### src/rtl/microarch_defs_pkg.sv
// microarch_defs: shared microarchitecture types (instruction format, loader FSM states, limits)
package microarch_defs;
  localparam int LOADER_PROG_LEN_MAX = 16;
  typedef enum logic [3:0] {
    OP_NOP = 4'h0,
    OP_LDA = 4'h1,
    OP_ADD = 4'h2,
    OP_SUB = 4'h3,
    OP_STA = 4'h4,
    OP_LDI = 4'h5,
    OP_JMP = 4'h6,
    OP_OUT = 4'hE,
    OP_HLT = 4'hF
  } opcode_t;
  typedef struct packed {
    opcode_t    opcode;
    logic [3:0] operand;
  } instruction_t;
  typedef enum logic [1:0] {IDLE, LOAD, CHECK, DONE} loader_state_t;
endpackage

### src/rtl/loader_checksum.sv
// loader_checksum: modulo-256 running sum of program bytes
// Ports: clk, reset (async, active-high), clear (sum<=0), enable (add byte_in), byte_in[7:0], sum[7:0]
module loader_checksum
  import microarch_defs::*;
(
  input  logic       clk,
  input  logic       reset,
  input  logic       clear,
  input  logic       enable,
  input  logic [7:0] byte_in,
  output logic [7:0] sum
);
  always_ff @(posedge clk or posedge reset)
    if (reset) sum <= '0;
    else if (clear) sum <= '0;
    else if (enable) sum <= sum + byte_in;
endmodule

### src/rtl/program_loader.sv
// program_loader: streams PROG_LEN instruction bytes into program RAM while holding the CPU
// Ports: clk, reset (async, active-high), start, byte_in[7:0], byte_valid, byte_ready,
//        ram_we, ram_addr[ADDR_W-1:0], ram_data[7:0], cpu_hold, done, error
// Optional: define LOADER_CHECKSUM_EN to require a trailing modulo-256 checksum byte;
//           otherwise error is tied low and the CHECK state is never entered.
module program_loader
  import microarch_defs::*;
#(
  parameter int PROG_LEN = 16,
  parameter int ADDR_W   = 4
) (
  input  logic              clk,
  input  logic              reset,
  input  logic              start,
  input  logic [7:0]        byte_in,
  input  logic              byte_valid,
  output logic              byte_ready,
  output logic              ram_we,
  output logic [ADDR_W-1:0] ram_addr,
  output logic [7:0]        ram_data,
  output logic              cpu_hold,
  output logic              done,
  output logic              error
);
  loader_state_t     state;
  logic [ADDR_W-1:0] cnt;
  logic              hs, wr, last, go;
  assign hs   = byte_valid && byte_ready;
  assign wr   = hs && state == LOAD;
  assign last = cnt == ADDR_W'(PROG_LEN - 1);
  assign go   = start && (state == IDLE || state == DONE);
`ifdef LOADER_CHECKSUM_EN
  localparam bit CK = 1'b1;
  logic [7:0] sum;
  loader_checksum u_sum (
    .clk     (clk),
    .reset   (reset),
    .clear   (go),
    .enable  (wr),
    .byte_in (byte_in),
    .sum     (sum)
  );
  // sum already includes every program byte when the trailer arrives in CHECK
  always_ff @(posedge clk or posedge reset)
    if (reset) error <= 1'b0;
    else if (go) error <= 1'b0;
    else if (hs && state == CHECK) error <= byte_in != sum;
`else
  localparam bit CK = 1'b0;
  assign error = 1'b0;
`endif
  always_ff @(posedge clk or posedge reset)
    if (reset) begin
      state      <= IDLE;
      cnt        <= '0;
      ram_we     <= 1'b0;
      ram_addr   <= '0;
      ram_data   <= '0;
      byte_ready <= 1'b0;
      cpu_hold   <= 1'b1;
      done       <= 1'b0;
    end else begin
      ram_we <= wr;
      if (wr) begin
        ram_addr <= cnt;
        ram_data <= byte_in;
      end
      case (state)
        IDLE, DONE: if (start) begin
          state      <= LOAD;
          cnt        <= '0;
          byte_ready <= 1'b1;
          cpu_hold   <= 1'b1;
          done       <= 1'b0;
        end
        LOAD: if (hs) begin
          if (last) begin
            state      <= CK ? CHECK : DONE;
            byte_ready <= CK;
            cpu_hold   <= CK;
            done       <= !CK;
          end else cnt <= cnt + 1'b1;
        end
        CHECK: if (hs) begin
          state      <= DONE;
          byte_ready <= 1'b0;
          cpu_hold   <= 1'b0;
          done       <= 1'b1;
        end
        default: ;
      endcase
    end
endmodule

### config.mk
export PLATFORM = sky130hd
export DESIGN_NAME = program_loader
export DESIGN_NICKNAME = d
export VERILOG_FILES = /design/src/rtl/microarch_defs_pkg.sv /design/src/rtl/loader_checksum.sv /design/src/rtl/program_loader.sv
export SDC_FILE = /design/constraint.sdc
export NUM_CORES = 1
export LEC_CHECK = 0
export CAP_MARGIN = 20
export CORE_ASPECT_RATIO = 0.7
export CORE_MARGIN = 3
export CORE_UTILIZATION = 41
export DETAILED_ROUTE_END_ITERATION = 6
export PLACE_DENSITY = 0.73
export SETUP_SLACK_MARGIN = 0.3
export SLEW_MARGIN = 0
export SYNTH_ARGS = -nofsm -noshare
export SYNTH_HDL_FRONTEND = slang
export SYNTH_SLANG_ARGS = --single-unit
### constraint.sdc
create_clock -name clk -period 1.78 [get_ports clk]
set_clock_uncertainty 0.15 [all_clocks]
set_input_delay 0.267 -clock clk [delete_from_list [all_inputs] [get_ports clk]]
set_output_delay 0.267 -clock clk [all_outputs]
set_load 0.01 [all_outputs]
==> impl_metrics.csv <==
group,metric,value,unit
routing,drt_iter0_drc,45,
finish,nNetsFinal,142,
routing,vias,756,
logic_synthesis,synth_cell_type_count,28,
clock_tree,cts_tree,"built",
routing,postRouteAntennaNets,0,
clock_tree,clk_latency,300,ps
critical_path,cp-start-kind,"register",
routing,vias_per_cell,4.78,
place,dp_cells,148,
timing,setup_viol,2,
critical_path,worstPathArrival,1880,ps
outcome,violations,"negative setup slack",
grt,top_usage_layer,"met2",
critical_path,required,1860,ps
worst_hold_path,holdCritPathClass,"in2async",
grt,grt_max_degree,22,
finish,drive_gt1_frac,0.444,
clock_tree,root_buffer,"clkbuf_4",
grt,grt_use_met3,0.0446,
critical_path,crit_slowest_cell,"dfrtp_1",
critical_path,r2r-start,"done",
grt,grt_pass1_vias,800,
clock_tree,clk_pin_slew_worst_paths,110,ps
timing,hold_viol_final,0,
routing,drc,0,
timing,fin_crit,1800,ps
timing,rsz0062_at_grt,"yes",
finish,areaGrowthSynthToFinish,54.7,%
place,gp_congestion,0.712,
timing,fin_tns_setup,-34.7,ps
timing,worst_hold_slack,125,ps
finish,fin_cells,158,
timing,setup_slack,-17.4,ps
floorplanning,die_h,47.5,µm
floorplanning,num_io_pins,29,
clock_tree,htreeDepth,1,
outcome,outcome,"finished with violations",
clock_tree,clkSinkCount,21,
logic_synthesis,ys_seq_area_frac,0.523,
place,dp_hpwl,1.74,mm
floorplanning,fp.coreArea,0.00224,mm²
logic_synthesis,netlist_area,0.00101,mm²
clock_tree,numCtsBuffers,3,
logic_synthesis,syn_area_per_cell,12.7,µm²
floorplanning,die_area,0.00310,mm²
critical_path,crit_type,"reg2reg",
logic_synthesis,yosys_register_bits,21,
grt,grt_remaining_overflow,0,
power_and_ir_drop,power,2.69,mW
clock_tree,hold_buffers,0,
job,max_cap_viol_count,0,
finish,n_antenna_cell,0,
critical_path,endpoint_kind,"register",
finish,fillerInstances,173,
critical_path,critPathLaunch,"done",
finish,multi_input_area,533,µm²
critical_path,cp_max_fo,3,
place,io_buffers,27,
logic_synthesis,yosys-top-cells-area,"dfrtp_1, mux2_2, ha_1",
grt,grt_usage,0.173,
routing,wl,2.45,mm
logic_synthesis,yosys.area.top_type,"dfrtp_1",
grt,use_met2,0.316,
critical_path,cp_cell_sequence,"inv_2, ha_4, and2b_4, buf_6, a221oi_4, buf_4, mux2i_1",
grt,grt_pass1_wl,3.86,mm
finish,seqCellArea,528,µm²
logic_synthesis,syn_nets,94,
logic_synthesis,yosysWarnings,0,
timing,finalMaxSlewViolations,0,
floorplanning,die_w,65.2,µm
power_and_ir_drop,powerDensity,1730,mW/mm²
timing,fmax,556,MHz
clock_tree,clock_path_buffers,2,
routing,post_drt_wl_per_cell,15.5,µm
critical_path,reg2reg_depth,7,
grt,antenna_found_initial,0,
power_and_ir_drop,peakVddDrop,855,µV
finish,fin_util,0.695,
logic_synthesis,synth_cells,79,
timing,post-route-period-util,1.01,
logic_synthesis,synth_top_area_share,0.497,
power_and_ir_drop,p_leak,0.756,nW
critical_path,max_stage_delay,430,ps
floorplanning,initial_core_util,0.449,
grt,gr-usage-met1,0.219,
routing,first_pass_iters,4,
floorplanning,rows,14,
[area by class of cell]
class | instances | area share
Multi-Input combinational cell | 48 | 0.342
Timing Repair Buffer | 45 | 0.257
Tap cell | 32 | 0.0257
Clock buffer | 4 | 0.0169
Sequential cell | 21 | 0.339
Inverter | 8 | 0.0193
[through the flow]
step	instance area, µm²	setup slack, ps
4_1_cts	1540	-17.2
3_5_place_dp	1450	-68.7
2_1_floorplan	1070	-3.01
6_report	1560	-17.4
5_1_grt	1560	-110
3_3_place_gp	1450	-42.8
[placed cells by master, fill, tap and decap left out, types with 3 or more instances in the layout]
master,count
dlygate4sd2_1,15
mux2_4,11
nand2_2,3
buf_4,14
dfrtp_1,19
clkdlybuf4s50_1,11
clkbuf_4,3
nand3_1,4
inv_1,7
buf_6,3
[flip-flops by register name, summed over array words and instances, names as in the netlist]
| register | count |
|---|---|
| done | 1 |
| byte_ready | 1 |
| state | 1 |
| ram_addr | 4 |
| ram_we | 1 |
| cnt | 4 |
| cpu_hold | 1 |
| ram_data | 8 |
[worst max-delay path, delay by kind of cell, from the launching register on]
kind                       cells  cell delay, ps
DFF                            1             430
AOI/OAI and AO/OA              1             210
muxes                          1             180
adders and majority gates      1             200
and+or+nand+nor                1             180
buffers and inverters          3             380
[path summary, 6_finish.rpt]
| kind | end | slack [ps] |
|---|---|---|
| max | done | -20 |
| min | ram_data[0] | 130 |
| max reg2reg | done | -20 |
| min reg2reg | ram_addr[1] | 350 |
| max in group asynchronous | cpu_hold | 1090 |
| min in group clk | ram_addr[1] | 350 |
[power breakdown]
| group | switching, mW | internal [mW] | total (mW) |
|---|---|---|---|
| Combinational | 0.693 | 0.921 | 1.61 |
| Sequential | 0.143 | 0.705 | 0.849 |
| Clock | 0.139 | 0.0874 | 0.226 |
[synth_stat cells]
cell / n
nand3_4: 1
ha_1: 3
and2b_2: 1
nand3b_1: 2
inv_1: 8
nand2_1: 5
o22a_1: 1
o21ai_0: 3
a21boi_2: 1
or2_2: 3
buf_4: 1
nand3_1: 4
mux2_1: 3
conb_1: 1
nor4_4: 1
a221oi_4: 1
o221ai_1: 2
and2b_4: 1
dfstp_2: 1
a221o_1: 1
clkbuf_8: 1
mux2i_1: 2
nor2_1: 2
buf_2: 1
and4_1: 1
mux2_4: 1
dfrtp_1: 20
mux2_2: 7
[routing by layer]
| metal | vias up | wire [µm] |
|---|---|---|
| met5 | - | 0 |
| met4 | 0 | 0 |
| met3 | 0 | 101 |
| met2 | 16 | 1240 |
| met1 | 374 | 1110 |
| li1 | 366 | - |
[cell families (layout without fill, tap and decap cells)]
family / count (synthesis) / count (layout) / synth area share
flip-flops: 21 / 21 / 0.523
AND/OR/NAND/NOR: 21 / 22 / 0.145
multiplexers: 13 / 13 / 0.147
buffers and inverters: 11 / 57 / 0.0559
AO/OA/AOI/OAI: 9 / 9 / 0.0882
adder cells (fa/ha/maj): 3 / 3 / 0.0373
other: 1 / 1 / 0.00372
[repair_timing]
item,4_1_cts,5_1_grt
setup buffers,4,1
endpoints found under the setup margin,36,21
pin swaps,5,2
resized for setup,30,4
gates cloned,1,0
(Power assumes the default switching activity.)
